`src/rtl/match_round_controller.sv`:
```
// rtl/match_round_controller.sv - best-of-N match sequencer: intro, timed fight, judgement, tally
module match_round_controller #(
  parameter int TICKS_PER_SEC = 100_000_000,
  parameter int ROUND_SECONDS = 99,
  parameter int INTRO_SECONDS = 3,
  parameter int END_SECONDS   = 3,
  parameter int WINS_TO_MATCH = 2,
  parameter int MAX_ROUNDS    = 5
) (
  input  logic       clk,
  input  logic       reset,
  input  logic       start,
  input  logic [8:0] health_1,
  input  logic [8:0] health_2,
  output logic       hp_reset,
  output logic       fight_en,
  output logic [2:0] state,
  output logic [2:0] round_num,
  output logic [6:0] timer_sec,
  output logic [1:0] wins_1,
  output logic [1:0] wins_2,
  output logic [1:0] round_result,
  output logic [1:0] match_winner
);

  localparam int CW = (TICKS_PER_SEC > 1) ? $clog2(TICKS_PER_SEC) : 1;

  typedef enum logic [2:0] {
    S_IDLE       = 3'd0,
    S_INTRO      = 3'd1,
    S_FIGHT      = 3'd2,
    S_ROUND_END  = 3'd3,
    S_MATCH_OVER = 3'd4
  } state_t;

  localparam logic [1:0] R_NONE = 2'd0;
  localparam logic [1:0] R_P1   = 2'd1;
  localparam logic [1:0] R_P2   = 2'd2;
  localparam logic [1:0] R_DRAW = 2'd3;

  state_t        state_q, state_d;
  logic [CW-1:0] tick_cnt;
  logic          sec_tick;
  logic [8:0]    h1_q, h2_q;
  logic [6:0]    end_cnt;
  logic [1:0]    verdict;
  logic [1:0]    final_winner;

  assign sec_tick = (tick_cnt == CW'(TICKS_PER_SEC - 1));
  assign state    = state_q;

  always_comb begin
    state_d      = state_q;
    verdict      = R_NONE;
    final_winner = R_NONE;
    case (state_q)
      S_IDLE, S_MATCH_OVER: begin
        if (start) state_d = S_INTRO;
      end
      S_INTRO: begin
        if (sec_tick && timer_sec == 7'd1) state_d = S_FIGHT;
      end
      S_FIGHT: begin
        // KO outranks timeout, so a KO landing on the last tick is still a KO
        if (h1_q == 9'd0 && h2_q == 9'd0)   verdict = R_DRAW;
        else if (h2_q == 9'd0)              verdict = R_P1;
        else if (h1_q == 9'd0)              verdict = R_P2;
        else if (sec_tick && timer_sec == 7'd1) begin
          if (h1_q > h2_q)      verdict = R_P1;
          else if (h2_q > h1_q) verdict = R_P2;
          else                  verdict = R_DRAW;
        end
        if (verdict != R_NONE) state_d = S_ROUND_END;
      end
      S_ROUND_END: begin
        if (sec_tick && end_cnt == 7'd1) begin
          if (wins_1 == 2'(WINS_TO_MATCH)) begin
            state_d      = S_MATCH_OVER;
            final_winner = R_P1;
          end else if (wins_2 == 2'(WINS_TO_MATCH)) begin
            state_d      = S_MATCH_OVER;
            final_winner = R_P2;
          end else if (round_num == 3'(MAX_ROUNDS)) begin
            state_d = S_MATCH_OVER;
            if (wins_1 > wins_2)      final_winner = R_P1;
            else if (wins_2 > wins_1) final_winner = R_P2;
            else                      final_winner = R_DRAW;
          end else begin
            state_d = S_INTRO;
          end
        end
      end
      default: state_d = S_IDLE;
    endcase
  end

  always_ff @(posedge clk) begin
    if (reset) begin
      state_q      <= S_IDLE;
      tick_cnt     <= '0;
      hp_reset     <= 1'b0;
      fight_en     <= 1'b0;
      round_num    <= 3'd1;
      timer_sec    <= 7'd0;
      wins_1       <= 2'd0;
      wins_2       <= 2'd0;
      round_result <= R_NONE;
      match_winner <= R_NONE;
      end_cnt      <= 7'd0;
      h1_q         <= 9'd0;
      h2_q         <= 9'd0;
    end else begin
      state_q  <= state_d;
      h1_q     <= health_1;
      h2_q     <= health_2;
      hp_reset <= (state_d == S_INTRO) && (state_q != S_INTRO);
      fight_en <= (state_d == S_FIGHT);

      // restart the second counter on entry so every state sees whole seconds
      if (state_d != state_q || sec_tick) tick_cnt <= '0;
      else                                tick_cnt <= tick_cnt + CW'(1);

      case (state_q)
        S_IDLE, S_MATCH_OVER: begin
          if (start) begin
            wins_1       <= 2'd0;
            wins_2       <= 2'd0;
            round_num    <= 3'd1;
            match_winner <= R_NONE;
            round_result <= R_NONE;
            timer_sec    <= 7'(INTRO_SECONDS);
          end
        end
        S_INTRO: begin
          if (state_d == S_FIGHT) begin
            timer_sec    <= 7'(ROUND_SECONDS);
            round_result <= R_NONE;
          end else if (sec_tick) begin
            timer_sec <= timer_sec - 7'd1;
          end
        end
        S_FIGHT: begin
          if (sec_tick) timer_sec <= timer_sec - 7'd1;
          if (verdict != R_NONE) begin
            round_result <= verdict;
            end_cnt      <= 7'(END_SECONDS);
            if (verdict == R_P1 && wins_1 != 2'd3) wins_1 <= wins_1 + 2'd1;
            if (verdict == R_P2 && wins_2 != 2'd3) wins_2 <= wins_2 + 2'd1;
          end
        end
        S_ROUND_END: begin
          if (sec_tick) end_cnt <= end_cnt - 7'd1;
          if (state_d == S_MATCH_OVER) match_winner <= final_winner;
          if (state_d == S_INTRO) begin
            round_num <= round_num + 3'd1;
            timer_sec <= 7'(INTRO_SECONDS);
          end
        end
        default: ;
      endcase
    end
  end

endmodule

```
`config.mk`:
```
export PLATFORM = sky130hd
export DESIGN_NAME = match_round_controller
export DESIGN_NICKNAME = d
export VERILOG_FILES = /design/src/rtl/match_round_controller.sv
export SDC_FILE = /design/constraint.sdc
export NUM_CORES = 1
export LEC_CHECK = 0
export CAP_MARGIN = 25
export CORE_MARGIN = 5
export CORE_UTILIZATION = 40
export DETAILED_ROUTE_END_ITERATION = 12
export SLEW_MARGIN = 20
export SYNTH_ARGS = -nofsm -noshare
export SYNTH_HDL_FRONTEND = slang
export SYNTH_SLANG_ARGS = --single-unit
```
`constraint.sdc`:
```
create_clock -name clk -period 2.9 [get_ports clk]
set_clock_uncertainty 0.15 [all_clocks]
set_input_delay 0.435 -clock clk [delete_from_list [all_inputs] [get_ports clk]]
set_output_delay 0.435 -clock clk [all_outputs]
set_load 0.1 [all_outputs]
```
==> results_dict.tcl <==
set metrics [dict create \
    start_util_pct 40.58 \
    p_int_mw 1.478 \
    hold-worst-slack_ns 0.3190 \
    design_area_sq_um 4551 \
    grt-ovfl-total 0 \
    seqPwrFrac_pct 52.7 \
    clock_latency_ns 0.35 \
    endpoint_kind "flip-flop" \
    ys_ff_latch 75 \
    die_area_sq_um 11260 \
    crit_slowest_cell "or4_4" \
    ir_drop_v 0.0002702 \
    tightest_slew_ns 0.7031 \
    dr.pass1.iters 4 \
    grt_max_degree 28 \
    final_max_slew_viol_count 0 \
    fin_util_pct 49.96 \
    finalHoldViolations 0 \
    ys_seq_area_share_pct 40.62 \
    portBuffers 43 \
    synth_area_sq_um 3696 \
    ys_warn_count 0 \
    clk_pin_slew_worst_paths_ns 0.09 \
    cts_buffer_depth 2 \
    cpLargestDelayFamily "simple AND/OR/NAND/NOR gates" \
    maxCapViolations 0 \
    power.total_mw 2.025 \
    leakage_nw 1.749 \
    core_sq_um 9109 \
    avgSynthCellArea_sq_um 8.419 \
    crit_arrival_ns 2.86 \
    antenna_found_initial 0 \
    ioPinCount 44 \
    placed_cell_area_sq_um 4335 \
    crit_type "reg2reg" \
    area_growth_pct 23.12 \
    route.detailed.drc 0 \
    vias 3208 \
    p_switching_mw 0.5473 \
    timing.slew.headroom_pct 52.70 \
    rows 35 \
    period_share_pct 94.28 \
    synth_cell_types 52 \
    period_minus_slack_ns 2.734 \
    die_w_microns 106.1 \
    wirelength_mm 8.504 \
    setup_viol 0 \
    cts_setup_buffers 0 \
    cts_sinks 75 \
    synth-main-ff-cell "dfxtp_1" \
    cts_tree "built" \
    max_freq_ghz 0.3657 \
    layoutNonFillerInstCount 617 \
    slowest_delay_ns 0.57 \
    syn_nets 482 \
    grt_pass1_vias 3139 \
    cp_max_fo 3 \
    syn_inst 439 \
    rsz0062_at_grt "true" \
    grt_util_all_layers_pct 15.85 \
    power_density_nw_per_um2 445.1 \
    synth_edf_count 0 \
    crit_chain "ha_1, and3_4, nand3_2, or4_4, o32a_1, or4_1, or2_1, o22ai_1" \
    dp_hpwl_mm 6.334 \
    critical_path_required_ns 3.03 \
    viasPerCell 5.199 \
    drt_iter0_markers 126 \
    startpoint_type "flip-flop" \
    pwr-share-comb_pct 10.9 \
    numCtsBuffers 9 \
    dp_cells 601 \
    routedWlPerCell_microns 13.78 \
    drive_above_1_share_pct 16.80 \
    htreeDepth 3 \
    cts-root-buf "clkbuf_8" \
    die_y_microns 106.1 \
    path_buf_inv 0 \
    final_antenna_net_count 0 \
    p_sw_share_pct 27.02 \
    worst_hold_path_type "reg2reg" \
    outcome "finished clean" \
    synthArstFlopShare_pct 0 \
    insertedDiodeCount 0 \
    p_clk_share_pct 36.4 \
    grt_pass1_wl_mm 14.72 \
    nets 544 \
    gp_congestion 0.8868 \
]
==> layout by cell type, fill, tap and decap left out, types with 20 or more instances in the layout <==
master           count
a21oi_1             23
inv_1               23
nor2_1              61
buf_4               44
dfxtp_1             68
nor2b_1             21
ha_1                22
xor2_1              20
clkdlybuf4s50_1     20
nand2_1             28
==> synthesized netlist by cell type, types with 3 or more instances <==
master / n / area [sq um]
o211ai_1: 3 / 22.52
a21o_1: 3 / 22.52
nor4b_1: 3 / 26.28
clkbuf_1: 12 / 45.04
nand2b_1: 7 / 43.79
nor4_1: 5 / 31.28
o21ai_0: 18 / 90.09
xnor2_1: 7 / 61.31
xor2_1: 20 / 175.2
nand3_1: 14 / 70.07
a211oi_1: 5 / 37.54
nor3_1: 12 / 60.06
ha_1: 22 / 275.3
nor2_1: 61 / 229.0
and3_1: 10 / 62.56
or3_1: 9 / 56.30
nor2b_1: 21 / 131.4
nand2_1: 28 / 105.1
inv_1: 23 / 86.33
nand4_1: 9 / 56.30
a21oi_1: 24 / 120.1
dfxtp_1: 75 / 1501
or2_2: 4 / 25.02
or4_1: 6 / 45.04
o31ai_1: 3 / 22.52
nor3b_1: 5 / 37.54
==> state kept, by name (all words and copies together), names as in the netlist <==
| name | cells |
|---|---|
| round_result | 2 |
| timer_sec | 7 |
| round_num | 3 |
| match_winner | 2 |
| end_cnt | 7 |
| h1_q | 9 |
| state | 3 |
| wins_1 | 2 |
| h2_q | 9 |
| tick_cnt | 27 |
| wins_2 | 2 |
| fight_en | 1 |
| hp_reset | 1 |
==> cells by family after synthesis <==
logic type	synth area share, %
simple gates	28.84
flops	40.62
compound gates	12.19
buf+inv	3.893
xor+xnor	6.398
fa+ha+maj	7.447
mux	0.6093
==> path summary, 6_finish.rpt <==
check / start / endpoint / slack (ns) / cells past startpoint
min reg2reg: match_winner[1]$_SDFFE_PP0P_ / match_winner[1]$_SDFFE_PP0P_ / 0.32 / 2
max reg2reg: tick_cnt[0]$_SDFF_PP0_ / wins_2[0]$_SDFFE_PP0P_ / 0.17 / 8
min: match_winner[1]$_SDFFE_PP0P_ / match_winner[1]$_SDFFE_PP0P_ / 0.32 / 2
max: tick_cnt[0]$_SDFF_PP0_ / wins_2[0]$_SDFFE_PP0P_ / 0.17 / 8
==> routing by layer <==
metal  GRT usage (%)  wire [microns]
met5               0               0
met4           3.885              85
met3           4.250             359
met2           25.70            3827
met1           20.94            4231
==> worst reg2reg max path, cell delays in order, from the launching register on <==
cell and delay [ns]:
dfxtp_1 0.34, ha_1 0.18, and3_4 0.19, nand3_2 0.09, or4_4 0.57, o32a_1 0.38
or4_1 0.41, or2_1 0.24, o22ai_1 0.13
==> power groups by stage <==
stage | clock network (mW) | logic (mW) | registers [mW]
finish | 0.738 | 0.221 | 1.07
floorplan | 0 | 0.106 | 1.12
CTS | 0.763 | 0.218 | 1.07
global placement | 0 | 0.214 | 1.09
detailed placement | 0 | 0.216 | 1.09
global route | 0.804 | 0.244 | 1.07
==> through the flow <==
stage,TNS (ns),setup WS [ns]
5_1_grt,-0.01030,-0.01030
2_1_floorplan,0,0.02102
6_report,0,0.1658
3_3_place_gp,0,0.1035
4_1_cts,0,0.08248
3_5_place_dp,0,0.1038
==> repair_timing <==
item | in CTS | in global routing
gates resized for setup | 0 | 9
hold buffers | 0 | 0
setup endpoints to repair | 0 | 7
==> layout make-up <==
type,instances,area [sq um]
Tap cell,111,138.9
Clock buffer,11,141.4
Fill cell,861,4558
Clock inverter,5,37.54
Timing Repair Buffer,65,550.5
Inverter,23,86.33
Sequential cell,75,1510
Multi-Input combinational cell,327,2086
Note: power is estimated with default switching activity, not from simulation.
